$ cat src/rtl/acc_cpu.sv
// acc_cpu: multi-cycle accumulator core with a combinational-read program memory port.
// Optional carry flag and JC decode of opcode D are enabled by defining ACC_CPU_CARRY_EN.
module acc_cpu #(
    parameter int unsigned DATA_W = 8,
    parameter int unsigned ADDR_W = 8,
    parameter int unsigned NREGS  = 8
) (
    input  logic              clk,
    input  logic              reset,
    output logic [ADDR_W-1:0] imem_addr,
    input  logic [DATA_W-1:0] imem_rdata,
    output logic              out_valid,
    output logic [DATA_W-1:0] out_data,
    input  logic              out_ready,
    output logic              halted,
    output logic [DATA_W-1:0] acc,
    output logic              flag_z,
    output logic              flag_c
);

    typedef enum logic [2:0] {S_FETCH, S_EX1, S_EX2, S_OUTW, S_HALT} state_e;

    typedef enum logic [3:0] {
        OP_NOP = 4'h0, OP_LDI = 4'h1, OP_ADD = 4'h2, OP_SUB = 4'h3,
        OP_AND = 4'h4, OP_OR  = 4'h5, OP_XOR = 4'h6, OP_MOV = 4'h7,
        OP_NOT = 4'h8, OP_PSB = 4'h9, OP_INC = 4'hA, OP_LDW = 4'hB,
        OP_JMP = 4'hC, OP_JZ  = 4'hD, OP_OUT = 4'hE, OP_HLT = 4'hF
    } opcode_e;

    state_e            state;
    logic [ADDR_W-1:0] pc;
    logic [7:0]        ir;
    logic [DATA_W-1:0] a;
    logic [DATA_W-1:0] b;
    logic [DATA_W-1:0] regs [8];
    logic [7:0]        reg_exists;
    opcode_e           fetch_op;
    opcode_e           ir_op;
    logic [2:0]        ridx;
    logic [DATA_W-1:0] rd_val;
    logic [DATA_W-1:0] low_ext;
    logic [DATA_W-1:0] alu_y;
    logic              jz_take;

    assign imem_addr = pc;
    assign acc       = a;
    assign fetch_op  = opcode_e'(imem_rdata[7:4]);
    assign ir_op     = opcode_e'(ir[7:4]);
    assign ridx      = ir[2:0];
    assign low_ext   = DATA_W'(ir[3:0]);

    // Slot 0 and slots at or above NREGS read as zero and ignore writes.
    always_comb begin
        reg_exists = '0;
        for (int unsigned i = 1; i < 8; i++) begin
            reg_exists[i] = (i < NREGS);
        end
    end

    assign rd_val = reg_exists[ridx] ? regs[ridx] : '0;

    always_comb begin
        case (ir_op)
            OP_ADD:  alu_y = a + b;
            OP_SUB:  alu_y = a - b;
            OP_AND:  alu_y = a & b;
            OP_OR:   alu_y = a | b;
            OP_XOR:  alu_y = a ^ b;
            OP_NOT:  alu_y = ~a;
            OP_PSB:  alu_y = b;
            OP_INC:  alu_y = a + DATA_W'(1);
            default: alu_y = a;
        endcase
    end

`ifdef ACC_CPU_CARRY_EN
    logic carry_q;
    logic alu_c;

    // Carry-out of a modular add shows up as the sum wrapping below an operand.
    always_comb begin
        case (ir_op)
            OP_ADD:  alu_c = (alu_y < a);
            OP_SUB:  alu_c = (a < b);
            OP_INC:  alu_c = (a == '1);
            default: alu_c = 1'b0;
        endcase
    end

    always_ff @(posedge clk or negedge reset) begin
        if (!reset) begin
            carry_q <= 1'b0;
        end else if (state == S_EX2) begin
            carry_q <= alu_c;
        end
    end

    assign flag_c  = carry_q;
    assign jz_take = ir[3] ? carry_q : flag_z;
`else
    assign flag_c  = 1'b0;
    assign jz_take = flag_z;
`endif

    always_ff @(posedge clk or negedge reset) begin
        if (!reset) begin
            state     <= S_FETCH;
            pc        <= '0;
            ir        <= '0;
            a         <= '0;
            b         <= '0;
            flag_z    <= 1'b0;
            out_valid <= 1'b0;
            out_data  <= '0;
            halted    <= 1'b0;
            for (int unsigned i = 0; i < 8; i++) begin
                regs[i] <= '0;
            end
        end else begin
            case (state)
                S_FETCH: begin
                    ir <= imem_rdata[7:0];
                    case (fetch_op)
                        OP_HLT: begin
                            halted <= 1'b1;
                            state  <= S_HALT;
                        end
                        OP_OUT: begin
                            pc        <= pc + ADDR_W'(1);
                            out_valid <= 1'b1;
                            out_data  <= a;
                            state     <= S_OUTW;
                        end
                        default: begin
                            pc    <= pc + ADDR_W'(1);
                            state <= S_EX1;
                        end
                    endcase
                end
                S_EX1: begin
                    state <= S_FETCH;
                    case (ir_op)
                        OP_LDI: begin
                            a      <= low_ext;
                            flag_z <= (ir[3:0] == 4'h0);
                        end
                        OP_MOV: begin
                            if (reg_exists[ridx]) begin
                                regs[ridx] <= a;
                            end
                        end
                        OP_ADD, OP_SUB, OP_AND, OP_OR, OP_XOR, OP_NOT, OP_PSB, OP_INC: begin
                            b     <= rd_val;
                            state <= S_EX2;
                        end
                        OP_LDW: begin
                            a      <= imem_rdata;
                            flag_z <= (imem_rdata == '0);
                            pc     <= pc + ADDR_W'(1);
                        end
                        OP_JMP: pc <= imem_rdata[ADDR_W-1:0];
                        OP_JZ:  pc <= jz_take ? imem_rdata[ADDR_W-1:0] : pc + ADDR_W'(1);
                        default: ;
                    endcase
                end
                S_EX2: begin
                    a      <= alu_y;
                    flag_z <= (alu_y == '0);
                    state  <= S_FETCH;
                end
                S_OUTW: begin
                    if (out_ready) begin
                        out_valid <= 1'b0;
                        state     <= S_FETCH;
                    end
                end
                S_HALT: ;
                default: state <= S_FETCH;
            endcase
        end
    end

endmodule

$ cat config.mk
export PLATFORM = sky130hd
export DESIGN_NAME = acc_cpu
export DESIGN_NICKNAME = d
export VERILOG_FILES = /design/src/rtl/acc_cpu.sv
export SDC_FILE = /design/constraint.sdc
export NUM_CORES = 1
export LEC_CHECK = 0
export ABC_AREA = 1
export BUFFER_PORTS_ARGS = -buffer_cell sky130_fd_sc_hd__buf_2
export CORE_ASPECT_RATIO = 1.5
export CORE_UTILIZATION = 30
export CTS_BUF_LIST = sky130_fd_sc_hd__clkbuf_8 sky130_fd_sc_hd__clkbuf_16
export DETAILED_ROUTE_END_ITERATION = 6
export GPL_TIMING_DRIVEN = 1
export PLACE_DENSITY_LB_ADDON = 0.12
export SKIP_LAST_GASP = 1
export SYNTH_ARGS = -nofsm -noshare
export SYNTH_HDL_FRONTEND = slang
export SYNTH_SLANG_ARGS = --single-unit
export TNS_END_PERCENT = 1
$ cat constraint.sdc
create_clock -name clk -period 2.8 [get_ports clk]
set_input_delay 0.84 -clock clk [delete_from_list [all_inputs] [get_ports clk]]
set_output_delay 0.84 -clock clk [all_outputs]
set_load 0.02 [all_outputs]
==> results of run 1 <==
-- critical path, stage by stage (launching register included) --
cell and delay, ps:
dfrtp_2 440, buf_4 150, nor3_2 230, inv_1 90
o21ai_1 160, o21ai_0 100, ha_1 350, nand2_1 80
or2_2 310, nand4_1 80, nand3_1 110, a22oi_2 230
nor2_1 80, nand2_1 70, a21oi_2 50
-- cells by family after synthesis --
logic type	count (synthesis)
compound gates	179
xor+xnor	3
fa+ha+maj	26
buf+inv	106
flops	102
mux	2
other cells	1
simple gates	337
-- worst paths after layout --
kind,from,endpoint,depth (start not counted)
max in group asynchronous,reset,b[0]$_DFFE_PN0P_,2
min in group asynchronous,reset,regs[34]$_DFFE_PN0P_,1
setup / recovery,b[0]$_DFFE_PN0P_,flag_z$_DFFE_PN0P_,14
setup reg to reg,b[0]$_DFFE_PN0P_,flag_z$_DFFE_PN0P_,14
hold reg to reg,halted$_DFFE_PN0P_,halted$_DFFE_PN0P_,2
hold / removal,halted$_DFFE_PN0P_,halted$_DFFE_PN0P_,2
-- stage by stage --
step           worst slack, ps  hold slack (ps)  area [µm²]  setup TNS, ps
5_1_grt                 -98.72            509.4        6935         -210.0
2_1_floorplan            357.3            453.0        5894              0
3_3_place_gp            -220.3            446.4        6513         -386.9
6_report                 149.4            471.5        6935              0
4_1_cts                 -21.90            475.5        6814         -21.90
3_5_place_dp            -150.7            454.0        6513         -239.0
-- final cells by class --
| class | instances | area [µm²] |
|---|---|---|
| fill | 2024 | 12230 |
| multi-input combinational | 548 | 2963 |
| sequential | 102 | 2555 |
| timing repair buffer | 78 | 511.7 |
| tap | 256 | 320.3 |
| inverter | 77 | 294.0 |
| clock buffer | 10 | 239.0 |
| clock inverter | 6 | 52.55 |
-- state kept, by name, indices dropped and copies added, names as in the netlist --
| signal | count |
|---|---|
| out_data | 8 |
| b | 8 |
| state | 3 |
| imem_addr | 8 |
| halted | 1 |
| out_valid | 1 |
| ir | 8 |
| flag_z | 1 |
| acc | 8 |
| regs | 56 |
-- power by group through the flow --
stage | registers [mW] | clock network [mW] | logic [mW]
detailed placement | 2.46 | 0 | 4.45
floorplan | 2.54 | 0 | 2.84
global placement | 2.44 | 0 | 4.44
finish | 2.44 | 1.25 | 4.70
global route | 2.52 | 1.33 | 5.30
CTS | 2.44 | 1.28 | 4.49
-- synthesized netlist by cell type (3+ instances only) --
master,n
a221oi_1,8
a22o_1,12
ha_1,25
nor2_1,55
nand4_1,4
nor2_2,7
nand2_2,4
buf_2,6
nand3_1,50
nand3_2,3
a21oi_1,24
o211ai_1,3
inv_1,67
dfrtp_1,102
a221o_1,4
a22oi_1,6
nor3_1,8
clkbuf_1,19
inv_2,5
nor4_1,3
nand3b_1,5
nand2_1,189
o21ai_0,104
a31oi_1,9
buf_4,3
clkinv_1,5
o31ai_1,5
-- per-layer routing --
layer  wire length (µm)  share of wire (%)  vias to the layer above  global-route usage (%)
li1                   -                  -                     2646                       -
met3                501                2.8                       44                   2.448
met1               7157                 39                     2552                   21.18
met4                998                5.5                        0                   10.84
met2               9508                 52                      126                   33.68
met5                  0                  0                        -                       0
-- layout by cell type (no fill, tap or decap), drive strengths merged, types with 3 or more instances in the layout --
master	n
a22oi	6
nand2	195
o31ai	5
a22o	12
nand3b	5
o21ai	105
inv	75
a31oi	9
nand3	53
a21oi	25
nor4	3
a221oi	8
clkinv	7
clkbuf	10
ha	25
nand4	6
a221o	4
nor2	64
buf	78
nor3	9
dfrtp	102
o211ai	3
-- timing repair --
| item | 4_1_cts | 5_1_grt |
|---|---|---|
| endpoints found under the setup margin | 3 | 4 |
| buffers inserted | 0 | 10 |
| gates resized for setup | 2 | 20 |
| pin swaps | 0 | 10 |
==> results_dict.tcl, run 1 <==
set metrics [dict create \
    synthSimpleGateAreaFrac_pct 25.20 \
    antenna_found_initial 0 \
    ys_types 42 \
    ys_seq_area_share_pct 43.30 \
    htree_levels 3 \
    dr_total_vias 5368 \
    yosysTopAreaCell "dfrtp_1" \
    dr.pass1.iters 5 \
    slew_viol_final 0 \
    synthAdderAreaFrac_pct 5.646 \
    cts_tree "yes" \
    ys_top_cells_by_area "dfrtp_1 (43%), nand2_1 (12%), o21ai_0 (8.8%), ha_1 (5.3%), inv_1 (4.3%)" \
    die_y_um 173.7 \
    synth_compound_area_share_pct 17.77 \
    ios 39 \
    period_needed_ps 2651 \
    ys.flop_type "dfrtp_1" \
    power.share.sequential_pct 29.1 \
    die_x_um 116.5 \
    end_kind "flop" \
    dp_cells 1051 \
    cts.reportedPaths.clkPinSlew_ps 80 \
    cts_sinks 102 \
    wl_mm 18.17 \
    start_util_pct 30.76 \
    finalHoldViolations 0 \
    netlist_instances 756 \
    gp_congestion 0.9030 \
    viasPerCell 4.984 \
    status "completed" \
    power.net_switching_mw 4.088 \
    dp_hpwl_mm 13.86 \
    syn_area_um2 5894 \
    grt_pass1_vias 5439 \
    dieArea_um2 20220 \
    ir_worst_vdd_v 0.0003572 \
    postSynthAreaPerCell_um2 7.797 \
    synth_xor_area_share_pct 0.4458 \
    synth_top_family_by_area "simple AND/OR/NAND/NOR gates" \
    grt_max_degree 49 \
    crit_arrival_ps 2870 \
    syn_nets 793 \
    yosysTopAreaCellShare_pct 43.30 \
    cap_violations 0 \
    postCtsHoldBufs 0 \
    wl_per_cell_um 16.87 \
    synth_warnings 0 \
    crit_fanout 4 \
    drt_iter0_drc 302 \
    synthMuxAreaShare_pct 0.3821 \
    critPathKind "reg2reg" \
    core_area_um2 19160 \
    comb_power_share_pct 56.1 \
    p_int_mw 4.305 \
    worstSkewPairLatency_ps 350 \
    drc 0 \
    async_flop_share_pct 100.0 \
    finalCritPeriodShare_pct 94.66 \
    start_kind "flop" \
    min_path_type "reg2reg" \
    setup_viol 0 \
    worstPathRequired_ps 3020 \
    final.setup_skew_ps 15.77 \
    grt_pass1_wl_mm 29.16 \
    powerDensity_nw_per_um2 1210 \
    cts_buffer_depth 2 \
    power_leakage_nw 3.275 \
    grt-ovfl-total 0 \
    p_clk_share_pct 14.8 \
    insertedDiodeCount 0 \
    grt_use_total_pct 18.95 \
    rsz0062_at_grt "yes" \
    worst_slew_pin_slew_ps 565.5 \
    fmax_mhz 377.3 \
    io_buffers 37 \
    area_growth_pct 17.66 \
    fin_util_pct 36.20 \
    max-slew-margin-rel_pct 62.30 \
    p_total_mw 8.393 \
    ys_ff_latch 102 \
    stdcell_count 1077 \
    swShare_pct 48.71 \
    drive_gt1_share_pct 16.93 \
    cts_root_buf "clkbuf_16" \
    ant_nets 0 \
    synth-edff-count 0 \
    cts_made_buffers 9 \
    final_nets 853 \
    rows 62 \
    r2r_setup_slack_ps 150 \
]
No activity file was read; power rests on OpenSTA's default activity.
==> run 2: changes to the inputs <==
CORE_ASPECT_RATIO = 1.1   (was 1.5)
==> run 2 against run 1 <==
  * Flip-flop and latch count unchanged
  * Clock power increased by 11%
  * Non-clock buffer count decreased by 4
  * Power grew 1.4%
  * Highest routed layer unchanged
==> results_dict.tcl, run 2 (synthesis gave the netlist of run 1 again) <==
set metrics [dict create \
    nFillCells 2022 \
    powerDensity_nw_per_um2 1229 \
    final.setup_skew_ps 11.92 \
    grt-ovfl-total 0 \
    dp_hpwl_mm 13.11 \
    cts_buffer_depth 2 \
    rows 53 \
    slew_viol_final 0 \
    io_buffers 37 \
    ir_worst_vdd_v 0.0004234 \
    final_nets 849 \
    cts_root_buf "clkbuf_16" \
    start_util_pct 30.76 \
    critPathSlowestCell "dfrtp_1" \
    layout_common_cells "nand2_1 (187), o21ai_0 (102), dfrtp_1 (100)" \
    largest_register "regs" \
    end_kind "flop" \
    critPathBufInv 3 \
    max_stage_delay_ps 460 \
    critPathKind "reg2reg" \
    worstPathRequired_ps 3090 \
    cts_sinks 102 \
    antenna_found_initial 0 \
    crit_fanout 6 \
    gp_congestion 0.9338 \
    drt_iter0_drc 389 \
    drt-met1-wl_mm 8.153 \
    wl_mm 17.96 \
    die_x_um 135.7 \
    post-place-ws_ps 8.067 \
    fin_hold_ws_ps 457.0 \
    ios 39 \
    fmax_mhz 382.2 \
    drive_gt1_share_pct 16.54 \
    drc 0 \
    worst_slew_pin_slew_ps 601.6 \
    core_area_um2 19160 \
    htree_levels 3 \
    crit_top_cell "nand3_1" \
    largest_reg_flops 56 \
    crit_arrival_ps 2900 \
    setup_ws_ps 183.8 \
    rsz0062_at_grt "yes" \
    worstSkewPairLatency_ps 360 \
    insertedDiodeCount 0 \
    wl_per_cell_um 16.89 \
    grt_pass1_vias 5206 \
    grt_use_total_pct 18.49 \
    cts.reportedPaths.clkPinSlew_ps 80 \
    setup_viol 0 \
    final_common_cell "nand2_1" \
    dr_total_vias 5428 \
    dieArea_um2 20210 \
    power_leakage_nw 3.274 \
    met3_wirelength_um 628 \
    wl_met2_mm 8.911 \
    start_kind "flop" \
    grt_pass1_wl_mm 28.59 \
    viasPerCell 5.106 \
    top_layer_used "met4" \
    period_needed_ps 2616 \
    cap_violations 0 \
    path_cells "nor2_4 -> nand2_2 -> buf_4 -> nand3_1 -> o21ai_0 -> ha_1 -> buf_4 -> nand3_1 -> nand3_1 -> nand3_1 -> nand3_1 -> nand2_1 -> nand2_1 -> clkinv_1 -> nand3_1 -> nor2_1 -> nand2_1 -> a21oi_2" \
    cts_tree "yes" \
    grt_max_degree 45 \
    max-slew-margin-rel_pct 59.74 \
    status "completed" \
    die_y_um 149.0 \
    cts_made_buffers 9 \
    critPathTopFamily "simple AND/OR/NAND/NOR gates" \
    finalHoldViolations 0 \
    min_path_type "in2async" \
    finalCritPeriodShare_pct 93.43 \
    ant_nets 0 \
    area_growth_pct 17.53 \
    postCtsHoldBufs 0 \
    dr.pass1.iters 5 \
]
## run 2: repair_timing
| item | 4_1_cts | 5_1_grt |
|---|---|---|
| hold endpoints to repair | 0 | 0 |
| resized for setup | 2 | 18 |
| pin swaps | 0 | 7 |
| setup endpoints to repair | 1 | 4 |
| buffers inserted | 0 | 12 |
## run 2: cell type report
type | instances | area, µm² | share of cell area, %
Clock buffer | 9 | 225.2 | 3.251
Sequential cell | 102 | 2555 | 36.88
Multi-Input combinational cell | 548 | 2975 | 42.95
Clock inverter | 6 | 93.84 | 1.355
Inverter | 77 | 291.5 | 4.208
Tap cell | 247 | 309.0 | 4.461
Timing Repair Buffer | 74 | 478.0 | 6.899
## run 2: worst reg2reg max path, stage by stage, from the launching register on
cell      delay [ps]
dfrtp_1          460
nor2_4           160
nand2_2          110
buf_4            180
nand3_1           80
o21ai_0           90
ha_1             370
buf_4            160
nand3_1          110
nand3_1           80
nand3_1          100
nand3_1           80
nand2_1           90
nand2_1           70
clkinv_1          60
nand3_1           70
nor2_1           100
nand2_1           80
a21oi_2          110
## run 2: path summary, 6_finish.rpt
check                              startpoint                       end  slack, ps  depth (start not counted)
min reg2reg                halted$_DFFE_PN0P_        halted$_DFFE_PN0P_        470                          2
max                         ir[4]$_DFFE_PN0P_        flag_z$_DFFE_PN0P_        180                         18
min                                     reset  imem_addr[4]$_DFFE_PN0P_        460                          1
max in group asynchronous               reset      regs[54]$_DFFE_PN0P_       1600                          2
min in group clk           halted$_DFFE_PN0P_        halted$_DFFE_PN0P_        470                          2
max reg2reg                 ir[4]$_DFFE_PN0P_        flag_z$_DFFE_PN0P_        180                         18
## run 2: per-stage QoR
step                utilization [%]  TNS, ps  instance area (µm²)  cells  total power [mW]
finish                        36.15        0                 6928   1063             8.514
global route                  36.15   -53.96                 6928   1063             9.249
CTS                           35.41        0                 6785   1051             8.250
detailed placement            33.69        0                 6456   1036             6.825
global placement              33.69   -75.32                 6456   1036             6.786
floorplan                         -        0                 5894    756             5.382
## run 2: layer usage
| metal | GRT usage [%] | vias up |
|---|---|---|
| met3 | 2.345 | 18 |
| li1 | - | 2650 |
| met1 | 24.09 | 2653 |
| met2 | 31.15 | 107 |
| met5 | 0 | - |
| met4 | 6.742 | 0 |
## run 2: power by group
group          total, mW  leakage (nW)  switching [mW]  internal [mW]
clock network       1.39         0.153           0.600          0.788
registers           2.45          1.34           0.470           1.98
logic               4.68          1.78            3.02           1.66
==> run 3: changes to the inputs <==
CORE_UTILIZATION = 45   (was 30)
SKIP_LAST_GASP = not set   (was 1)
==> run 3 against run 2 <==
  * The flow now finishes with violations (design-rule violations)
  * Critical path depth decreased by 2
  * Routed wire length decreased by 10%
  * Flip-flop and latch count unchanged
  * Setup slack got worse by 29 ps
  * First-iteration DRC count increased by 21%
  * Largest cell class unchanged
==> results_dict.tcl, run 3 (synthesis gave the netlist of run 1 again) <==
set metrics [dict create \
    status "finished with violations" \
    violations "design-rule violations" \
    ir_worst_vdd_v 0.0004126 \
    multi_input_area_um2 2954 \
    largest_reg_flops 56 \
    power_leakage_nw 3.226 \
    ant_nets 0 \
    wl_mm 16.15 \
    rows 43 \
    cts_buffer_depth 2 \
    wl_per_cell_um 16.77 \
    setup_ws_ps 154.7 \
    worstPathRequired_ps 3030 \
    grt_use_total_pct 25.00 \
    grt_pass1_vias 5042 \
    core_area_um2 12700 \
    cts_root_buf "clkbuf_16" \
    insertedDiodeCount 0 \
    top_layer_used "met4" \
    drt-met1-wl_mm 7.213 \
    critPathTopFamily "simple AND/OR/NAND/NOR gates" \
    ios 39 \
    critPathSlowestCell "dfrtp_2" \
    tns_ps 0 \
    fin_hold_ws_ps 435.9 \
    timing.rr.start "ir[6]$_DFFE_PN0P_" \
    drt_iter0_drc 469 \
    post-place-ws_ps 7.005 \
    max_stage_delay_ps 460 \
    layout_common_cells "nand2_1 (188), o21ai_0 (103), dfrtp_1 (100)" \
    grt_pass1_wl_mm 26.16 \
    wl_met2_mm 7.751 \
    met3_wirelength_um 796 \
    period_needed_ps 2645 \
    dr.pass1.iters 7 \
    drive_gt1_share_pct 14.76 \
    dieArea_um2 13560 \
    die_x_um 111.1 \
    rsz0062_at_grt "yes" \
    final_nets 838 \
    critPathKind "reg2reg" \
    end_kind "flop" \
    die_y_um 122.0 \
    cts_sinks 102 \
    max-slew-margin-rel_pct 51.85 \
    critPathBufInv 2 \
    setup_viol 0 \
    io_buffers 37 \
    grt_max_degree 44 \
    dp_hpwl_mm 11.73 \
    gp_congestion 0.9754 \
    grt-ovfl-total 0 \
    final_common_cell "nand2_1" \
    worstSkewPairLatency_ps 360 \
    crit_fanout 6 \
    cap_violations 0 \
    start_util_pct 46.42 \
    viasPerCell 5.664 \
    nFillCells 1233 \
    powerDensity_nw_per_um2 1221 \
    fmax_mhz 378.0 \
    htree_levels 3 \
    seqCellArea_um2 2555 \
    min_path_type "in2async" \
    path_cells "inv_4 -> nand2_4 -> nor2_4 -> buf_6 -> o21ai_0 -> nand3_1 -> o21ai_0 -> ha_1 -> nand2_1 -> or2_2 -> nand3_1 -> nand2_1 -> nand3_1 -> a22oi_2 -> o21ai_1 -> o21ai_0" \
    antenna_found_initial 0 \
    largest_register "regs" \
    start_kind "flop" \
    drc 6 \
    cts_made_buffers 9 \
    finalCritPeriodShare_pct 94.47 \
    cp-startpoint "ir[6]$_DFFE_PN0P_" \
    finalHoldViolations 0 \
    cts_tree "yes" \
    slew_viol_final 0 \
    crit_arrival_ps 2870 \
    cts.reportedPaths.clkPinSlew_ps 80 \
    worst_slew_pin_slew_ps 719.6 \
    dr_total_vias 5454 \
    final.setup_skew_ps 10.54 \
    area_growth_pct 13.92 \
]
==> run 3: cell types whose count changed in the layout (fill, tap and decap cells not counted), sizes merged <==
| cell | delta |
|---|---|
| clkinv | +2 |
| buf | -11 |
| bufinv | -1 |
| clkinvlp | -1 |
| clkbuf | +1 |
==> run 3: worst paths after layout <==
kind	end	slack [ps]	depth (start not counted)
min reg2reg	halted$_DFFE_PN0P_	470	2
max reg2reg	acc[6]$_DFFE_PN0P_	150	16
max in group asynchronous	out_data[7]$_DFFE_PN0P_	1750	2
min in group clk	halted$_DFFE_PN0P_	470	2
max	acc[6]$_DFFE_PN0P_	150	16
min	acc[4]$_DFFE_PN0P_	440	1
==> run 3: worst reg2reg max path: stages (launching register included) <==
cell and delay, ps:
dfrtp_2 460, inv_4 100, nand2_4 60, nor2_4 130, buf_6 140, o21ai_0 110
nand3_1 80, o21ai_0 90, ha_1 370, nand2_1 80, or2_2 310, nand3_1 70
nand2_1 50, nand3_1 80, a22oi_2 80, o21ai_1 170, o21ai_0 130
==> run 3: where the power goes <==
part	switching, mW	internal (mW)
clock network	0.603	0.732
logic	2.90	1.53
registers	0.459	1.98
total	3.96	4.24
==> run 3: repair_timing <==
action	4_1_cts	5_1_grt
hold buffers	0	0
endpoints found under the setup margin	1	4
gates resized for setup	1	13
pin swaps	2	2
buffers inserted	3	1
==> run 3: metal layers <==
| metal | vias to the layer above | global-route usage (%) |
|---|---|---|
| met1 | 2638 | 32.84 |
| li1 | 2623 | - |
| met4 | 0 | 9.713 |
| met5 | - | 0 |
| met2 | 167 | 41.67 |
| met3 | 26 | 4.080 |
==> run 3: through the flow <==
stage | util (%) | power (mW) | instances | area [µm²]
detailed placement | 49.78 | 6.672 | 943 | 6321
finish | 52.89 | 8.202 | 963 | 6715
floorplan | - | 5.382 | 756 | 5894
CTS | 52.45 | 8.105 | 962 | 6660
global route | 52.89 | 8.869 | 963 | 6715
global placement | 49.78 | 6.603 | 943 | 6321
==> run 3: final cells by class <==
cell class	instances	share of cell area (%)
Multi-Input combinational cell	548	43.99
Sequential cell	102	38.05
Timing Repair Buffer	63	5.944
Inverter	77	4.379
Clock buffer	10	3.559
Tap cell	157	2.925
Clock inverter	6	1.155
